File: src/rtl/instr_fetch_unit_if.sv
// Fetch-stage bus: control handshake, instruction-memory port and IR outputs.
// master = fetch unit, slave = control unit / memory side.
interface instr_fetch_unit_if #(
  parameter int ADDR_W  = 8,
  parameter int INSTR_W = 8
);
  logic               start;
  logic               fetch_req;
  logic               end_op;
  logic               jmp;
  logic [ADDR_W-1:0]  jmp_target;
  logic [ADDR_W-1:0]  im_addr;
  logic               im_rd_en;
  logic [INSTR_W-1:0] im_rdata;
  logic [INSTR_W-1:0] ir;
  logic               ir_valid;
  logic [ADDR_W-1:0]  pc;
  logic               halted;

  modport master (
    input  start, fetch_req, end_op,
    input  jmp, jmp_target, im_rdata,
    output im_addr, im_rd_en, ir,
    output ir_valid, pc, halted
  );

  modport slave (
    output start, fetch_req, end_op,
    output jmp, jmp_target, im_rdata,
    input  im_addr, im_rd_en, ir,
    input  ir_valid, pc, halted
  );
endinterface

File: src/rtl/instr_fetch_unit.sv
// Fetch stage: PC, sync instruction-memory read, IR hold until fetch_req.
// Define IFU_BRANCH_EN to honour jmp/jmp_target on fetch_req.
module instr_fetch_unit #(
  parameter int ADDR_W   = 8,
  parameter int INSTR_W  = 8,
  parameter int RESET_PC = 0
) (
  input logic clk,
  input logic rst_n,
  instr_fetch_unit_if.master bus
);
  localparam logic [ADDR_W-1:0] RST_PC = ADDR_W'(RESET_PC);

  typedef enum logic [2:0] {
    IDLE, FETCH, CAPTURE, READY, HALT
  } state_t;

  state_t             state_q, state_d;
  logic [ADDR_W-1:0]  pc_q, pc_d;
  logic [ADDR_W-1:0]  addr_q, addr_d;
  logic [INSTR_W-1:0] ir_q, ir_d;
  logic               take_jmp;

`ifdef IFU_BRANCH_EN
  assign take_jmp = bus.jmp;
`else
  logic unused_jmp;
  assign take_jmp   = 1'b0;
  assign unused_jmp = ^{bus.jmp, bus.jmp_target};
`endif

  always_ff @(posedge clk or negedge rst_n) begin
    if (!rst_n) begin
      state_q <= IDLE;
      pc_q    <= RST_PC;
      addr_q  <= '0;
      ir_q    <= '0;
    end else begin
      state_q <= state_d;
      pc_q    <= pc_d;
      addr_q  <= addr_d;
      ir_q    <= ir_d;
    end
  end

  always_comb begin
    state_d = state_q;
    pc_d    = pc_q;
    addr_d  = addr_q;
    ir_d    = ir_q;
    unique case (state_q)
      IDLE, HALT: begin
        if (bus.start) begin
          state_d = FETCH;
          pc_d    = RST_PC;
          addr_d  = RST_PC;
        end
      end
      FETCH: state_d = CAPTURE;
      CAPTURE: begin
        // An end_op here still lands the word in ir
        ir_d    = bus.im_rdata;
        pc_d    = addr_q + ADDR_W'(1);
        state_d = READY;
      end
      READY: begin
        if (bus.fetch_req) begin
          state_d = FETCH;
          addr_d  = take_jmp ? bus.jmp_target : pc_q;
        end
      end
      default: state_d = IDLE;
    endcase
    if (bus.end_op && state_q != IDLE && state_q != HALT) begin
      state_d = HALT;
      addr_d  = addr_q;
    end
  end

  assign bus.im_rd_en = (state_q == FETCH);
  assign bus.im_addr  = bus.im_rd_en ? addr_q : '0;
  assign bus.ir       = ir_q;
  assign bus.ir_valid = (state_q == READY);
  assign bus.pc       = pc_q;
  assign bus.halted   = (state_q == HALT);
endmodule
File: src/flat_wrapper.sv
// flat-port wrapper written by rule: the top's interface ports become plain ports
module instr_fetch_unit_flat 
#(
  parameter int ADDR_W   = 8,
  parameter int INSTR_W  = 8,
  parameter int RESET_PC = 0
)
  (clk, rst_n, bus_start, bus_fetch_req, bus_end_op, bus_jmp, bus_jmp_target, bus_im_rdata, bus_im_addr, bus_im_rd_en, bus_ir, bus_ir_valid, bus_pc, bus_halted);
  instr_fetch_unit_if #(.ADDR_W(ADDR_W), .INSTR_W(INSTR_W)) bus_i ();
  input logic clk;
  input logic rst_n;
  input wire logic [$bits(bus_i.start)-1:0] bus_start;
  input wire logic [$bits(bus_i.fetch_req)-1:0] bus_fetch_req;
  input wire logic [$bits(bus_i.end_op)-1:0] bus_end_op;
  input wire logic [$bits(bus_i.jmp)-1:0] bus_jmp;
  input wire logic [$bits(bus_i.jmp_target)-1:0] bus_jmp_target;
  input wire logic [$bits(bus_i.im_rdata)-1:0] bus_im_rdata;
  output wire logic [$bits(bus_i.im_addr)-1:0] bus_im_addr;
  output wire logic [$bits(bus_i.im_rd_en)-1:0] bus_im_rd_en;
  output wire logic [$bits(bus_i.ir)-1:0] bus_ir;
  output wire logic [$bits(bus_i.ir_valid)-1:0] bus_ir_valid;
  output wire logic [$bits(bus_i.pc)-1:0] bus_pc;
  output wire logic [$bits(bus_i.halted)-1:0] bus_halted;
  assign bus_i.start = bus_start;
  assign bus_i.fetch_req = bus_fetch_req;
  assign bus_i.end_op = bus_end_op;
  assign bus_i.jmp = bus_jmp;
  assign bus_i.jmp_target = bus_jmp_target;
  assign bus_i.im_rdata = bus_im_rdata;
  assign bus_im_addr = bus_i.im_addr;
  assign bus_im_rd_en = bus_i.im_rd_en;
  assign bus_ir = bus_i.ir;
  assign bus_ir_valid = bus_i.ir_valid;
  assign bus_pc = bus_i.pc;
  assign bus_halted = bus_i.halted;
  instr_fetch_unit #(.ADDR_W(ADDR_W), .INSTR_W(INSTR_W), .RESET_PC(RESET_PC)) u_core (.clk(clk), .rst_n(rst_n), .bus(bus_i));
endmodule
File: config.mk
export PLATFORM = sky130hd
export DESIGN_NAME = instr_fetch_unit_flat
export DESIGN_NICKNAME = d
export VERILOG_FILES = /design/src/rtl/instr_fetch_unit_if.sv /design/src/rtl/instr_fetch_unit.sv /design/src/flat_wrapper.sv
export SDC_FILE = /design/constraint.sdc
export NUM_CORES = 1
export LEC_CHECK = 0
export CAP_MARGIN = 20
export CORE_ASPECT_RATIO = 1.25
export CORE_UTILIZATION = 47
export CTS_CLUSTER_DIAMETER = 200
export CTS_CLUSTER_SIZE = 28
export DETAILED_ROUTE_END_ITERATION = 10
export PLACE_DENSITY = 0.9
export SYNTH_ARGS = -nofsm -noshare
export SYNTH_HDL_FRONTEND = slang
export SYNTH_SLANG_ARGS = --single-unit
export TNS_END_PERCENT = 1
File: constraint.sdc
create_clock -name clk -period 4.3 [get_ports clk]
set_input_delay 0.645 -clock clk [delete_from_list [all_inputs] [get_ports clk]]
set_output_delay 0.645 -clock clk [all_outputs]
set_load 0.005 [all_outputs]
==> metrics.md <==
| Metric | Value |
|---|---|
| Root buffer cell | `clkbuf_4` |
| Total CTS buffers | `3` |
| Synth top cells by count | `nand2_1 (34), dfrtp_1 (27), inv_1 (9), and2_1 (8), mux2i_1 (8)` |
| Yosys cell types | `30` |
| ANT nets after route | `0` |
| Reg2reg setup slack | `2280 ps` |
| EDFF count, synth | `0` |
| Htree depth | `1` |
| Clock power share | `0.151` |
| Post-DR wirelength/cell | `14.8 um` |
| P_sw | `236 uW` |
| Tcrit/Tclk final | `0.681` |
| Gr ovfl total | `0` |
| Mapped Avg Cell Area | `10.0 um2` |
| Core box area | `2650 um2` |
| Clock tree sinks | `27` |
| Deepest clock path buffer count | `2` |
| Clock Skew | `8.07 ps` |
| Setup TNS | `0 ps` |
| Cell taking the most area after synthesis | `dfrtp_1` |
| FF+latch count, synth | `27` |
| CP Launch Type | `flop` |
| Detailed-route via count | `1,083` |
| Largest cells by area after synthesis | `dfrtp_1 (51%), nand2_1 (9.7%), mux2i_1 (6.1%), a22o_1 (4.0%), and2_1 (3.8%)` |
| Req. time, crit path | `3650 ps` |
| Top delay family on crit path | `simple AND/OR/NAND/NOR gates` |
| Async SR Flop Fraction | `1.00` |
| Mapped cell area | `1310 um2` |
| Final Max Slew Viols | `0` |
| # IOs | `49` |
| Sequential fraction of the synthesis area | `0.515` |
| Crit path DAT | `2280 ps` |
| Clk pin slew, worst setup/hold paths | `130 ps` |
| Cells after Synth | `131` |
| # fillers | `203` |
| ANT cells | `0` |
| DP Wirelength | `2210 um` |
| Antenna violations before repair | `0` |
| Crit-path cells | `nor3b_1 -> and2_1 -> clkdlybuf4s50_1` |
| Largest net degree at the start of global routing | `17` |
| Clk Latency, worst-skew pair | `330 ps` |
| Total Nets Final | `192` |
| Vias in the first global route | `1,095` |
| Max-cap violations | `0` |
| Placer congestion estimate | `0.749` |
| Sequential share of power | `0.487` |
| Yosys Warn Count | `0` |
| HP Start | `u_core.bus.ir[5]` |
| Reg2reg path depth | `3` |
| Die H | `61.1 um` |
| Worst ir drop on vdd | `0.339 mV` |
| Post-CTS Repair Setup Buffers | `0` |
| R2R Path End | `u_core.addr_q[7]` |
| Core Util, Final | `0.660` |
| Switch share | `0.326` |
| Layout cells sized above 1 | `0.0476` |
| Die Area | `3010 um2` |
| Worst r2r src | `u_core.state_q[1]` |
| Initial Util | `0.495` |
| Site Rows | `21` |
| Internal Power | `488 uW` |
| GRT Resource Usage Total | `0.222` |
| Outcome | `complete, no violations` |
| Final hold violations | `0` |
| Power per Cell Area | `413 nW/um2` |
| Port buffer count | `39` |
| Leak | `0.000839 uW` |
| Worst Hold End | `u_core.bus.ir[5]` |
| Hold Path Stages | `2` |
| Top cell type's share of synthesized area | `0.515` |
| Actual slew at the worst max-slew pin | `1160 ps` |
| Via-to-Cell Ratio | `5.36` |
| RSZ-0062 raised after global routing | `no` |
| First-pass GRT wire length | `4820 um` |
| CTS tree | `yes` |
| Worst path slowest cell | `nor3b_1` |
| DR iter-0 viols | `24` |
| Worst path bufs/invs | `1` |
| Synthesis-to-layout area growth | `33.4%` |
| Post-cts gate resize count | `0` |
| Combinational share of power | `0.361` |
| Kind of critical path | `flop to output pin` |
| Fmax | `0.342 GHz` |
| Count leader, synth | `nand2_1` |
| Die Wd | `49.3 um` |
| Drt pass-1 iters | `4` |
| Worst hold path class | `flop to flop` |
| Detailed-route wire length | `3000 um` |
| Predominant post-synthesis flop cell | `dfrtp_1` |
| Syn nets | `154` |
| Worst slew margin | `0.225` |
| Worst setup EP type | `output pin` |
| Crit Path Max Fanout | `10` |
| Residual DRC | `0` |
| Final period demand of the worst path | `2930 ps` |
| Post-cts hold buffer count | `0` |
| Final setup fails | `0` |
| CP max stage delay | `710 ps` |
-- metal layers --
layer	share of wire	routed length, um	GRT usage
met5	0	0	0
met4	0.019	58	0.160
met3	0.059	176	0.0519
met2	0.52	1560	0.376
met1	0.40	1200	0.253
-- worst max-delay path by stage --
stage / startpoint / endpoint / cells past startpoint / slack (ps)
final: u_core.state_q[0] / bus_im_addr[6] / 3 / 1370
after global routing: u_core.state_q[0] / bus_im_addr[0] / 3 / 1230
after floorplan: u_core.state_q[1] / bus_im_addr[0] / 3 / 2440
after detailed placement: u_core.state_q[0] / bus_im_addr[6] / 3 / 1770
after global placement: u_core.state_q[0] / bus_im_addr[4] / 3 / 1810
after CTS: u_core.state_q[0] / bus_im_addr[6] / 3 / 1380
-- through the flow --
stage / hold WS, ps / area, um2 / total power (uW) / instances / setup slack [ps]
3_5_place_dp: 465 / 1720 / 618 / 198 / 1770
6_report: 499 / 1750 / 723 / 202 / 1370
4_1_cts: 505 / 1750 / 731 / 202 / 1380
5_1_grt: 527 / 1750 / 767 / 202 / 1230
2_1_floorplan: 349 / 1310 / 484 / 131 / 2440
3_3_place_gp: 457 / 1700 / 600 / 197 / 1810
-- layout by cell type, fill, tap and decap left out, drive strengths merged, types with 2 or more instances in the layout --
master / count
dfrtp: 27
mux2i: 8
and2: 8
nand2: 34
a211o: 3
clkbuf: 4
a22o: 6
clkdlybuf4s50: 39
o211a: 3
nor3b: 2
inv: 9
nor4: 4
nor2: 2
nand3: 3
nand2b: 2
xnor2: 2
-- tightest hold or removal path: stages, from the launching register on --
cell	delay, ps
dfrtp_1	370
nand2_1	50
nand2_1	60
-- cell families (layout without fill, tap and decap cells) --
logic type / after synthesis / in the layout / share of synthesized area
adders and majority gates: 1 / 1 / 0.00953
DFF: 27 / 27 / 0.515
xor gates and xnor gates: 3 / 3 / 0.0200
muxes: 8 / 8 / 0.0610
buffers and inverters: 16 / 53 / 0.0629
and+or+nand+nor: 60 / 60 / 0.226
AOI/OAI and AO/OA: 16 / 16 / 0.106
-- power groups by stage --
stage	combinational (uW)	sequential, uW	clock (uW)
2_1_floorplan	145	339	0
3_3_place_gp	248	352	0
3_5_place_dp	264	355	0
4_1_cts	264	352	114
5_1_grt	283	361	122
6_report	261	353	109
-- area by class of cell --
cell class	instances	area, um2	area share
repair buffers	40	418	0.239
multi-input cells	88	554	0.317
clock buffers	4	26.3	0.0150
well taps	34	42.5	0.0243
flip-flops and latches	27	676	0.386
inverters	9	33.8	0.0193
-- flip-flops by register name, summed over array words and instances, names as in the netlist --
| signal | cells |
|---|---|
| u_core.bus.ir | 8 |
| u_core.state_q | 3 |
| u_core.bus.pc | 8 |
| u_core.addr_q | 8 |
No activity file was read; power rests on OpenSTA's default activity.
